===== src/rtl/jxj_host.sv =====
// jxj_host: local-bus initiator for the register gateway.
// Each command goes out as a 16-byte packet: a nonce, then a ctl/addr/data word.
// The 16-byte reply is checked against what was sent, and the data word is
// returned to the local bus.
//
// state    | meaning
// ---------+----------------------------------------------------------
// IDLE     | ready for a command; stray reply bytes are drained as stale
// SEND     | 16 request bytes on out_dout/out_stb, MSB byte first
// END      | one-cycle out_end pulse; timeout counter cleared
// WAIT_RSP | collecting 16 reply bytes or waiting for the timeout
// DONE     | one-cycle rsp_valid with checked result; seq advances
module jxj_host #(
  parameter logic [47:0] NONCE_HI = 48'h4A584A5F5445,
  parameter logic [9:0]  TIMEOUT  = 10'd1023
) (
  input  logic        clk,
  input  logic        rst_n,
  input  logic        cmd_valid,
  output logic        cmd_ready,
  input  logic        cmd_rd,
  input  logic [23:0] cmd_addr,
  input  logic [31:0] cmd_wdata,
  output logic        rsp_valid,
  output logic [31:0] rsp_data,
  output logic [2:0]  rsp_err,
  output logic        stale,
  output logic [7:0]  out_dout,
  output logic        out_stb,
  output logic        out_end,
  input  logic [7:0]  in_din,
  input  logic        in_rdy,
  input  logic        in_end,
  output logic        in_stb
);

  typedef enum logic [2:0] {
    S_IDLE,
    S_SEND,
    S_END,
    S_WAIT_RSP,
    S_DONE
  } state_t;

  state_t state, state_nxt;

  logic [15:0]  seq;
  logic         rd_q;
  logic [63:0]  nonce_q;
  logic [31:0]  hdr_q;
  logic [31:0]  data_q;
  logic [3:0]   tx_cnt;
  logic [3:0]   rx_cnt;
  logic [9:0]   tmo_cnt;
  logic         tmo_q;
  logic [127:0] reply_q;
  logic [31:0]  rsp_data_q;
  logic [2:0]   rsp_err_q;

  logic [127:0] pkt;
  logic [6:0]   tx_bit;
  logic         rx_last;
  logic         tmo_hit;
  logic         nonce_mm;
  logic         hdr_mm;
  logic [31:0]  done_data;
  logic [2:0]   done_err;

  // in_end only signals that the reply source is empty; the byte handshake
  // is carried entirely by in_rdy/in_stb.
  logic unused_in_end;
  assign unused_in_end = in_end;

  // Request packet and the bit offset of the byte currently on the wire
  // (~tx_cnt == 15 - tx_cnt, so byte 0 is pkt[127:120]).
  assign pkt     = {nonce_q, hdr_q, data_q};
  assign tx_bit  = {~tx_cnt, 3'b000};

  // The 16th reply byte is being taken this cycle.
  assign rx_last = in_rdy && (rx_cnt == 4'd15);

  // tmo_cnt is 0 in the first WAIT_RSP cycle; when it reaches TIMEOUT-2
  // the following cycle (DONE) is exactly TIMEOUT cycles after out_end.
  assign tmo_hit = (tmo_cnt == (TIMEOUT - 10'd2));

  // Reply check against the latched request; timeout masks everything.
  assign nonce_mm  = (reply_q[127:64] != nonce_q);
  assign hdr_mm    = (reply_q[63:32] != hdr_q) ||
                     (!rd_q && (reply_q[31:0] != data_q));
  assign done_data = tmo_q ? 32'h0 : reply_q[31:0];
  assign done_err  = tmo_q ? 3'b100 : {1'b0, hdr_mm, nonce_mm};

  // State register.
  always_ff @(posedge clk or negedge rst_n) begin
    if (!rst_n) state <= S_IDLE;
    else        state <= state_nxt;
  end

  // Next-state and output decode.
  always_comb begin
    state_nxt = state;
    cmd_ready = 1'b0;
    out_stb   = 1'b0;
    out_end   = 1'b0;
    out_dout  = 8'h00;
    in_stb    = 1'b0;
    rsp_valid = 1'b0;
    rsp_data  = rsp_data_q;
    rsp_err   = rsp_err_q;
    case (state)
      S_IDLE: begin
        cmd_ready = 1'b1;
        in_stb    = in_rdy;
        if (cmd_valid) state_nxt = S_SEND;
      end
      S_SEND: begin
        out_stb  = 1'b1;
        out_dout = pkt[tx_bit +: 8];
        in_stb   = in_rdy;
        if (tx_cnt == 4'd15) state_nxt = S_END;
      end
      S_END: begin
        out_end   = 1'b1;
        in_stb    = in_rdy;
        state_nxt = S_WAIT_RSP;
      end
      S_WAIT_RSP: begin
        in_stb = in_rdy;
        if (rx_last || tmo_hit) state_nxt = S_DONE;
      end
      S_DONE: begin
        rsp_valid = 1'b1;
        rsp_data  = done_data;
        rsp_err   = done_err;
        state_nxt = S_IDLE;
      end
      default: state_nxt = S_IDLE;
    endcase
  end

  // Request latch and transmit byte counter.
  always_ff @(posedge clk or negedge rst_n) begin
    if (!rst_n) begin
      rd_q    <= 1'b0;
      nonce_q <= 64'h0;
      hdr_q   <= 32'h0;
      data_q  <= 32'h0;
      tx_cnt  <= 4'd0;
    end else if (state == S_IDLE && cmd_valid) begin
      rd_q    <= cmd_rd;
      nonce_q <= {NONCE_HI, seq};
      hdr_q   <= {3'b000, cmd_rd, 4'b0000, cmd_addr};
      data_q  <= cmd_rd ? 32'h0 : cmd_wdata;
      tx_cnt  <= 4'd0;
    end else if (state == S_SEND) begin
      tx_cnt  <= tx_cnt + 4'd1;
    end
  end

  // Reply shift register, receive counter and timeout counter.
  always_ff @(posedge clk or negedge rst_n) begin
    if (!rst_n) begin
      reply_q <= 128'h0;
      rx_cnt  <= 4'd0;
      tmo_cnt <= 10'd0;
      tmo_q   <= 1'b0;
    end else if (state == S_END) begin
      rx_cnt  <= 4'd0;
      tmo_cnt <= 10'd0;
      tmo_q   <= 1'b0;
    end else if (state == S_WAIT_RSP) begin
      tmo_cnt <= tmo_cnt + 10'd1;
      tmo_q   <= tmo_hit && !rx_last;
      if (in_rdy) begin
        reply_q <= {reply_q[119:0], in_din};
        rx_cnt  <= rx_cnt + 4'd1;
      end
    end
  end

  // Result hold registers and sequence number, updated once per DONE.
  always_ff @(posedge clk or negedge rst_n) begin
    if (!rst_n) begin
      rsp_data_q <= 32'h0;
      rsp_err_q  <= 3'b000;
      seq        <= 16'h0;
    end else if (state == S_DONE) begin
      rsp_data_q <= done_data;
      rsp_err_q  <= done_err;
      seq        <= seq + 16'h1;
    end
  end

  // Sticky flag: a reply byte was drained while no reply was expected.
  always_ff @(posedge clk or negedge rst_n) begin
    if (!rst_n) begin
      stale <= 1'b0;
    end else if (in_rdy && (state == S_IDLE || state == S_SEND || state == S_END)) begin
      stale <= 1'b1;
    end
  end

endmodule


===== config.mk =====
export PLATFORM = sky130hd
export DESIGN_NAME = jxj_host
export DESIGN_NICKNAME = d
export VERILOG_FILES = /design/src/rtl/jxj_host.sv
export SDC_FILE = /design/constraint.sdc
export NUM_CORES = 1
export LEC_CHECK = 0
export BUFFER_PORTS_ARGS = -buffer_cell sky130_fd_sc_hd__clkbuf_2
export CORE_MARGIN = 5
export CORE_UTILIZATION = 54
export CTS_CLUSTER_DIAMETER = 100
export DETAILED_ROUTE_END_ITERATION = 8
export GPL_TIMING_DRIVEN = 0
export PLACE_DENSITY = 0.84
export SLEW_MARGIN = 10
export SYNTH_ARGS = -nofsm -noshare
export SYNTH_HDL_FRONTEND = slang
export SYNTH_SLANG_ARGS = --single-unit

===== constraint.sdc =====
create_clock -name clk -period 1.9 [get_ports clk]
set_clock_uncertainty 0.2 [all_clocks]
set_input_delay 0.095 -clock clk [delete_from_list [all_inputs] [get_ports clk]]
set_output_delay 0.095 -clock clk [all_outputs]
set_load 0.03 [all_outputs]

[Yosys cells after proc, flatten, opt, wreduce, memory -nomap -nowiden]
Cells that the tools add are included.
Storage, ports and cells
  input bits: 70
  logic and storage cells: 77
  register bits after elaboration: 277
  output and inout port bits: 49
Operators by class
  add/sub/neg operators: 4
  mux-type cells: 24
  equality and inequality tests: 13
  shift-type cells: 1
  bitwise operators: 2
  reductions and logical operators: 19
Operators by type and width (number)
  128-bit by 8-bit indexed part select with 8-bit output: 1
  32-bit 2-to-1 mux: 3
  64-bit by 63-bit != test with 1-bit output: 1
  32-bit by 29-bit != test with 1-bit output: 1
  32-bit != test: 1
  10-bit 2-to-1 mux: 2
  4-bit 2-to-1 mux: 5
  16-bit by 1-bit adder with 16-bit output, second input constant: 1
  3-bit 2-to-1 mux: 5
  3-bit one-hot mux with 4 select lines: 1
  10-bit by 1-bit adder with 10-bit output, second input constant: 1
  10-bit == test, second input constant: 1
  4-bit by 1-bit adder with 4-bit output, second input constant: 2
  4-bit == test, second input constant: 2
  8-bit 2-to-1 mux: 1
  1-bit 2-to-1 mux: 7
  3-bit by 2-bit == test with 1-bit output, second input constant: 2
  2-bit != test, second input constant: 3
  3-bit AND reduction: 2
  2-bit nonzero test: 3
  1-bit logical AND: 5
  1-bit logical OR: 4
  4-bit inverter: 1
  4-bit OR reduction: 1
  6 further kinds: 7

[Depth between registers and ports, before layout]
Gate-level depths: netlist (run 1).
  depth in word-level cells: 6
  depth in mapped cells: 8
  mapped depth without buffers: 7

[Worst setup path before layout (run 1)]
OpenSTA, ideal clock, no wires.
  path type: reg2reg
  start: register state[1]
  end: register data_q[24]
  data required time: 1.566 ns
  cell stages (with the launch flop): 8
  arrival: 2.012 ns
  path slack: -0.446 ns
  library setup time: 0.134 ns
  cells stage by stage: dfrtp_1 > buf_2 > nor3_1 > nand2_1 > buf_2 > buf_2 > nand2_1 > o21ai_0
Between the ends
  word-level cells in the longest chain between the ends: 2
Ends and longest elaborated chain
  start, declared: RTL line 45  | state_t state, state_nxt;
  start signal, assigned: RTL line 96  | else state <= state_nxt;
  3-bit logical NOT: RTL line 149  | end else if (state == S_IDLE && cmd_valid) begin
  1-bit logical AND: RTL line 149
  end signal, assigned: RTL line 153  | data_q <= cmd_rd ? 32'h0 : cmd_wdata;
  end, declared: RTL line 51  | logic [31:0] data_q;
Every way passes these cells.
A chain may end at the register's enable or synchronous reset.

[Final worst setup path (run 1)]
  start: register reply_q[1]
  end: output rsp_err[1]
Between the ends
  word-level cells in the longest chain between the ends: 5
Ends and longest elaborated chain
  start, declared: RTL line 56  | logic [127:0] reply_q;
  start signal, assigned: RTL line 175  | reply_q <= {reply_q[119:0], in_din};
  32-bit != test: RTL line 89  | (!rd_q && (reply_q[31:0] != data_q));
  1-bit logical AND: RTL line 89
  1-bit logical OR: RTL line 88  | assign hdr_mm = (reply_q[63:32] != hdr_q) ||
  3-bit 2-to-1 mux: RTL line 91  | assign done_err = tmo_q ? 3'b100 : {1'b0, hdr_mm, nonce_mm};
  3-bit 2-to-1 mux
  end, declared: RTL line 26  | output logic [2:0] rsp_err,
Every way passes these cells.

==> summary.md, run 1 <==
| Metric | Value |
|---|---|
| DRT Wirelength | `51000 um` |
| Gpl congestion | `0.947` |
| Hold Path Class | `in -> async` |
| Hold Fails Final Rpt | `82` |
| Layout cells sized above 1 | `0.425` |
| I/O Pins | `119` |
| Starting density of the core | `0.544` |
| Die Height | `163 um` |
| Leak pwr | `8.49 nW` |
| Clk sinks | `276` |
| Crit path cell chain | `xor2_1, nor4_1, nand4_1, o21ai_2, a31oi_4, buf_8` |
| Final HPWL DP | `23400 um` |
| Clk_lat worst skew | `0.56 ns` |
| GRT Util Overall | `0.309` |
| Sequential share of power | `0.373` |
| Wire length of the first global-routing pass | `64400 um` |
| Met1 usage in global routing | `0.383` |
| Largest family of logic cells by synthesized area | `simple AND/OR/NAND/NOR gates` |
| Largest net degree at the start of global routing | `107` |
| Maxcap violations | `0` |
| Mapped cell area | `12700 um^2` |
| Routed wire per std cell | `28.2 um` |
| Starting DRT DRC Count | `1831` |
| Unrepaired setup endpoints after global routing | `true` |
| Critical path's top delay family | `simple AND/OR/NAND/NOR gates` |
| Nets | `1542` |
| CP max-delay cell | `dfrtp_1` |
| Xor/xnor share of the synthesized area | `0.0635` |
| Setup_tns | `-42.96 ns` |
| Met2 Usage GRT | `0.511` |
| Area grow syn2layout | `44.9%` |
| Max rail drop VDD | `1.11 mV` |
| Total gr overflow | `0` |
| R2R cell count | `7` |
| Switching Share | `0.400` |
| Sequential cell area fraction in the yosys report | `0.544` |
| Worst-path fanout max | `4` |
| Run status | `finished with violations` |
| Post-route DRC violation count | `0` |
| Max Fclk | `342 MHz` |
| # setup viols final | `209` |
| Fill cells | `1102` |
| WP buf/inv | `1` |
| Setup crit end kind | `output pin` |
| Yosys warnings | `0` |
| FF-to-FF End | `rsp_err_q[0]` |
| GRT busiest layer | `met2` |
| Mapped Cells | `1145` |
| FP Rows | `56` |
| Top FF cell, synth | `dfrtp_1` |
| Die X | `163 um` |
| Clock buffer depth | `3` |
| PwrDens | `1620 nW/um^2` |
| Layout Cells excl Fill | `1809` |
| Initial antenna violation count | `0` |
| CTS hold repair buffers | `75` |
| Worst Setup SP | `reply_q[1]` |
| Final Critical Period | `2.93 ns` |
| Int Pwr | `0.0178 W` |
| Async set-reset flop share out of synthesis | `1.00` |
| Inst Count DP | `1583` |
| P_sw | `0.0119 W` |
| Total power | `0.0297 W` |
| Slew @ Worst Pin | `0.831 ns` |
| Synth Area in Compound Gates | `0.0513` |
| TritonCTS clock tree | `yes` |
| Vias/cell | `6.53` |
| Critical R2R Launch | `nonce_q[16]` |
| DRT antenna net count | `0` |
| IO Port Bufs | `117` |
| Final period utilization | `1.54` |
| Drt first pass iters | `6` |
| Slew HR | `0.442` |
| Post-synth EDFFs | `0` |
| Kind of critical path | `reg -> out` |
| Cell depth of the worst setup path | `6` |
| Slew Viols, Final | `0` |
| Final core occ | `0.788` |
| CTS Root Cell | `clkbuf_16` |
| Synth Register Bits | `276` |
| Fin Hold WS | `-0.105 ns` |
| Gate power share | `0.420` |
| Worst path max stage delay | `0.50 ns` |
| Netlist cell types | `47` |
| CP startpoint kind | `flop` |
| Crit path DAT | `2.63 ns` |
| Setup slack after layout | `-1.03 ns` |
| Clock power share | `0.207` |
| Met3 GRT Util | `0.0646` |
| Worst Setup EP | `rsp_err[1]` |
| Area of the core | `23300 um^2` |
| Vias in the first global route | `11400` |
| Via Count | `11800` |
| DIE AREA | `26700 um^2` |
| Simple logic cell fraction of the synthesized area | `0.163` |
| Post-route cell area | `18400 um^2` |
| Multiplexer share of the synthesized area | `0.145` |
| Clock slew at reported path FFs | `0.07 ns` |
| Failing checks | `negative hold slack, negative setup slack` |
| Mapped Avg Cell Area | `11.1 um^2` |
| Worst Path Required | `1.60 ns` |
| CTS buffer count | `28` |
| Placed inst area | `13900 um^2` |
| R2R Setup Slk | `-0.41 ns` |
| H-tree depth | `1` |
| Adder-Cell Fraction of Synth Area | `0.00493` |
| Syn nets | `1220` |
## kinds of logic after synthesis
group / Yosys count
and+or+nand+nor: 440
DFF: 276
muxes: 156
AOI/OAI and AO/OA: 106
xor gates and xnor gates: 92
buffers and inverters: 70
adders and majority gates: 5
## routing by layer
layer / part of all wire / up-vias
met3: 0.11 / 416
met4: 0.093 / 0
met5: 0 / -
li1: - / 4576
met1: 0.33 / 5710
met2: 0.47 / 1112
## sequential cells by signal (all words and copies together) (netlist names)
register    flops
data_q         32
hdr_q          24
nonce_q        17
rd_q            1
reply_q       128
rsp_data_q     32
rsp_err_q       3
rx_cnt          4
seq            16
stale           1
state           3
tmo_cnt        10
tmo_q           1
tx_cnt          4
## per-stage QoR
| stage | setup WS [ns] | hold slack (ns) |
|---|---|---|
| 2_1_floorplan | -0.0443 | -0.401 |
| 3_3_place_gp | -5.01 | 0.0897 |
| 3_5_place_dp | -0.439 | -0.00844 |
| 4_1_cts | -0.777 | -0.0114 |
| 5_1_grt | -0.956 | -0.0410 |
| 6_report | -1.03 | -0.105 |
## worst min path at each step
stage,startpoint,to,slack [ns]
6_report,rst_n,reply_q[115],-0.10
2_1_floorplan,rst_n,data_q[0],-0.40
3_3_place_gp,cmd_addr[9],hdr_q[9],0.09
5_1_grt,rst_n,reply_q[123],-0.04
3_5_place_dp,rst_n,reply_q[115],-0.008
4_1_cts,rst_n,reply_q[115],-0.01
## cell type report
type | count | area (um^2) | share of cell area
multi-input cells | 799 | 6180 | 0.336
repair buffers | 299 | 3080 | 0.167
clock buffers | 42 | 885 | 0.0481
plain buffers | 57 | 748 | 0.0407
flip-flops and latches | 276 | 6930 | 0.377
inverters | 6 | 35.0 | 0.00191
well taps | 319 | 399 | 0.0217
clock inverters | 10 | 131 | 0.00714
diodes | 1 | 2.50 | 0.000136
## synth_stat cells (3+ instances only)
library cell,number,area share
nand3_1,10,0.0039
xor2_1,47,0.032
buf_4,19,0.011
nor3_1,13,0.0051
inv_1,3,0.00089
nor2b_1,4,0.0020
ha_1,5,0.0049
and3_1,8,0.0039
buf_2,17,0.0067
a21oi_1,24,0.0095
nand3b_1,32,0.019
nor4_1,23,0.011
nor2_1,25,0.0074
xnor2_1,45,0.031
nand4_1,23,0.011
o21ai_0,42,0.017
mux4_2,9,0.016
buf_1,4,0.0012
nand2b_1,35,0.017
a31oi_1,3,0.0015
a211oi_1,13,0.0077
clkbuf_1,24,0.0071
nand2_1,258,0.076
a21o_1,8,0.0047
dfrtp_1,276,0.54
mux2i_1,17,0.013
a22o_1,4,0.0028
mux2_2,130,0.12
## power by group through the flow
stage	clock, W	combinational [W]	sequential [W]
4_1_cts	0.00594	0.00984	0.0104
5_1_grt	0.00638	0.0129	0.0111
3_3_place_gp	0	0.00769	0.0103
2_1_floorplan	0	0.00637	0.00950
3_5_place_dp	0	0.00804	0.0105
6_report	0.00616	0.0125	0.0111
## cell usage in the layout, fill, tap and decap left out, types with 6 or more instances in the layout
master	netlist	final
buf_4	19	62
clkbuf_2	0	70
clkbuf_1	24	8
nand4_1	23	23
a211oi_2	0	6
nand2b_1	35	34
o21ai_0	42	18
buf_8	0	51
mux2_2	130	130
a21o_1	8	8
nand3b_1	32	32
nor4_1	23	15
mux4_2	9	9
nand2_1	258	190
nand2_2	0	53
xor2_1	47	45
buf_12	0	18
a211oi_4	0	7
nor2_1	25	16
nand3_1	10	7
clkbuf_8	0	22
dfrtp_1	276	258
clkbuf_16	0	45
xnor2_1	45	43
dlygate4sd3_1	0	75
dfrtp_2	0	18
o21ai_1	1	17
nor4_2	0	8
a21oi_1	24	15
mux2i_1	17	15
a21oi_2	0	6
nand2_4	0	15
buf_6	0	40
o21ai_2	0	8
nor3_1	13	11
## what timing repair did
item	4_1_cts	5_1_grt
setup buffers	52	51
pin swaps	47	66
endpoints found under the setup margin	231	380
gates cloned	2	13
resized for setup	254	297
hold endpoints to repair	230	82
Note: power is estimated with default switching activity, not from simulation.
==> inputs of run 2 (changes only) <==
- CORE_ASPECT_RATIO: default -> 1.25
==> summary.md, run 2 (synthesis results as in run 1) <==
| Metric | Value |
|---|---|
| Run status | `finished with violations` |
| Failing checks | `design-rule violations, negative hold slack, negative setup slack` |
| Starting density of the core | `0.551 (+0.00691)` |
| Vias/cell | `7.34 (+12%)` |
| Via Count | `13300 (+13%)` |
| CTS buffer count | `27 (-3.6%)` |
| Slew Viols, Final | `0 (unchanged)` |
| Most frequent cells in the layout | `269 x dfrtp_1, 156 x nand2_1, 126 x mux2_4, 81 x dlygate4sd3_1, 80 x nand2_2` |
| Setup crit end kind | `flop` |
| TritonCTS clock tree | `yes` |
| Max Fclk | `304 MHz (-11%)` |
| Area of the core | `23000 um^2 (-1.3%)` |
| # setup viols final | `287 (+37%)` |
| Clock buffer depth | `3 (unchanged)` |
| Vias in the first global route | `11600 (+1.1%)` |
| Gpl congestion | `0.921 (-2.7%)` |
| Max rail drop VDD | `1.60 mV (+44%)` |
| Final period utilization | `1.73 (+0.190)` |
| Biggest regs | `reply_q x128, data_q x32, rsp_data_q x32` |
| DRT antenna net count | `0 (unchanged)` |
| Drt first pass iters | `9 (+3)` |
| Max reg flops | `128 (unchanged)` |
| Initial antenna violation count | `7 (+7)` |
| Leak pwr | `9.32 nW (+9.8%)` |
| Maxcap violations | `0 (unchanged)` |
| Starting DRT DRC Count | `2315 (+26%)` |
| PwrDens | `1700 nW/um^2 (+5.5%)` |
| Biggest register | `reply_q` |
| Wire length of the first global-routing pass | `66500 um (+3.3%)` |
| Unrepaired setup endpoints after global routing | `true` |
| H-tree depth | `1 (unchanged)` |
| Die Height | `181 um (+11%)` |
| Final Critical Period | `3.29 ns (+0.361 ns)` |
| Layout cells sized above 1 | `0.432 (+0.00648)` |
| Most common cell after layout, fill and taps aside | `dfrtp_1` |
| CP startpoint kind | `flop` |
| CTS Root Cell | `clkbuf_16` |
| IO Port Bufs | `117 (unchanged)` |
| DRT Wirelength | `66400 um (+30%)` |
| Worst Path Required | `2.01 ns (+0.41 ns)` |
| Total gr overflow | `0 (unchanged)` |
| Die X | `147 um (-9.9%)` |
| Post-route DRC violation count | `6 (+6)` |
| DIE AREA | `26700 um^2 (about the same)` |
| Routed wire per std cell | `36.7 um (+30%)` |
| GRT Util Overall | `0.318 (+0.00903)` |
| Clk sinks | `276 (unchanged)` |
| Final core occ | `0.837 (+0.0486)` |
| Nets | `1570 (+1.8%)` |
| Area grow syn2layout | `51.9%` |
| Kind of critical path | `reg -> reg` |
| Fin Hold WS | `-0.110 ns (-0.00528 ns)` |
| Crit path DAT | `3.40 ns (+0.77 ns)` |
| Setup slack after layout | `-1.39 ns (-0.361 ns)` |
| Worst-path fanout max | `7 (+3)` |
| Largest net degree at the start of global routing | `76 (-29%)` |
| Slew @ Worst Pin | `1.42 ns (+0.585 ns)` |
| FP Rows | `62 (+11%)` |
| Clock slew at reported path FFs | `0.07 ns (about the same)` |
| Hold Path Class | `in -> async` |
| Hold Fails Final Rpt | `46 (-44%)` |
| Slew HR | `0.0461 (-0.396)` |
| I/O Pins | `119 (unchanged)` |
| Final HPWL DP | `23300 um (-0.47%)` |
| Clk_lat worst skew | `0.56 ns (about the same)` |
==> run 2: changes by cell type in the layout (fill, tap and decap cells not counted), sizes merged <==
| cell | previous run | this run |
|---|---|---|
| bufinv | 3 | 2 |
| dlygate4sd3 | 75 | 81 |
| clkinvlp | 1 | 0 |
| clkinv | 6 | 5 |
| clkbuf | 147 | 163 |
| buf | 176 | 180 |
| bufbuf | 0 | 1 |
| diode | 1 | 9 |
==> run 2: worst paths after layout <==
path,from,to,slack (ns),depth (start not counted)
worst max-delay path,state[1],rx_cnt[2],-1.39,7
min in group clk,cmd_addr[11],hdr_q[11],0.12,4
worst max register to register,state[1],rx_cnt[2],-1.39,7
worst min register to register,seq[15],seq[15],0.28,1
worst min-delay path,rst_n,hdr_q[23],-0.11,2
max in group asynchronous,rst_n,hdr_q[4],0.01,3
==> run 2: through the flow <==
stage               power (W)  instances  setup slack, ns  setup TNS (ns)  area (um^2)
detailed placement     0.0185       1553           -0.455          -41.49        13900
floorplan              0.0159       1145          -0.0443           -2.27        12800
global route           0.0330       1805            -1.47         -149.04        19300
finish                 0.0328       1810            -1.39         -144.57        19300
CTS                    0.0255       1726           -0.736          -23.63        17000
global placement       0.0180       1550            -4.95        -1399.00        13800
==> run 2: critical path, stage by stage (launching register included) <==
cell      delay [ns]
dfrtp_2         0.46
buf_6           0.12
buf_4           0.10
nand2b_4        0.06
buf_4           0.17
nor3_1          0.39
a21oi_1         0.32
o21ai_0         1.20
==> run 2: layout make-up <==
class / count / area (um^2)
antenna: 9 / 22.5
buffer: 60 / 774
clock buffer: 40 / 785
clock inverter: 7 / 91.3
fill: 824 / 3760
inverter: 6 / 35.0
multi-input combinational: 799 / 6680
sequential: 276 / 6920
tap: 288 / 360
timing repair buffer: 325 / 3610
==> run 2: repair_timing <==
| item | in CTS | in global routing |
|---|---|---|
| cloned | 6 | 29 |
| hold buffers | 80 | 1 |
| resized for setup | 269 | 409 |
| pin swaps | 34 | 80 |
| hold endpoints to repair | 287 | 16 |
| setup buffers | 45 | 57 |
| endpoints found under the setup margin | 212 | 252 |
==> run 2: per-layer routing <==
layer | track usage | part of all wire | routed length [um] | up-vias
li1 | - | - | - | 4627
met5 | 0 | 0.00084 | 56 | -
met2 | 0.547 | 0.42 | 27900 | 1645
met3 | 0.0616 | 0.15 | 10200 | 750
met1 | 0.363 | 0.29 | 19500 | 6266
met4 | 0.202 | 0.13 | 8730 | 6
==> run 2: power breakdown <==
group          switching [W]  total, W  internal, W
clock network        0.00263   0.00575      0.00313
registers            0.00361    0.0116      0.00800
logic                0.00797    0.0155      0.00751
total                 0.0142    0.0328       0.0186
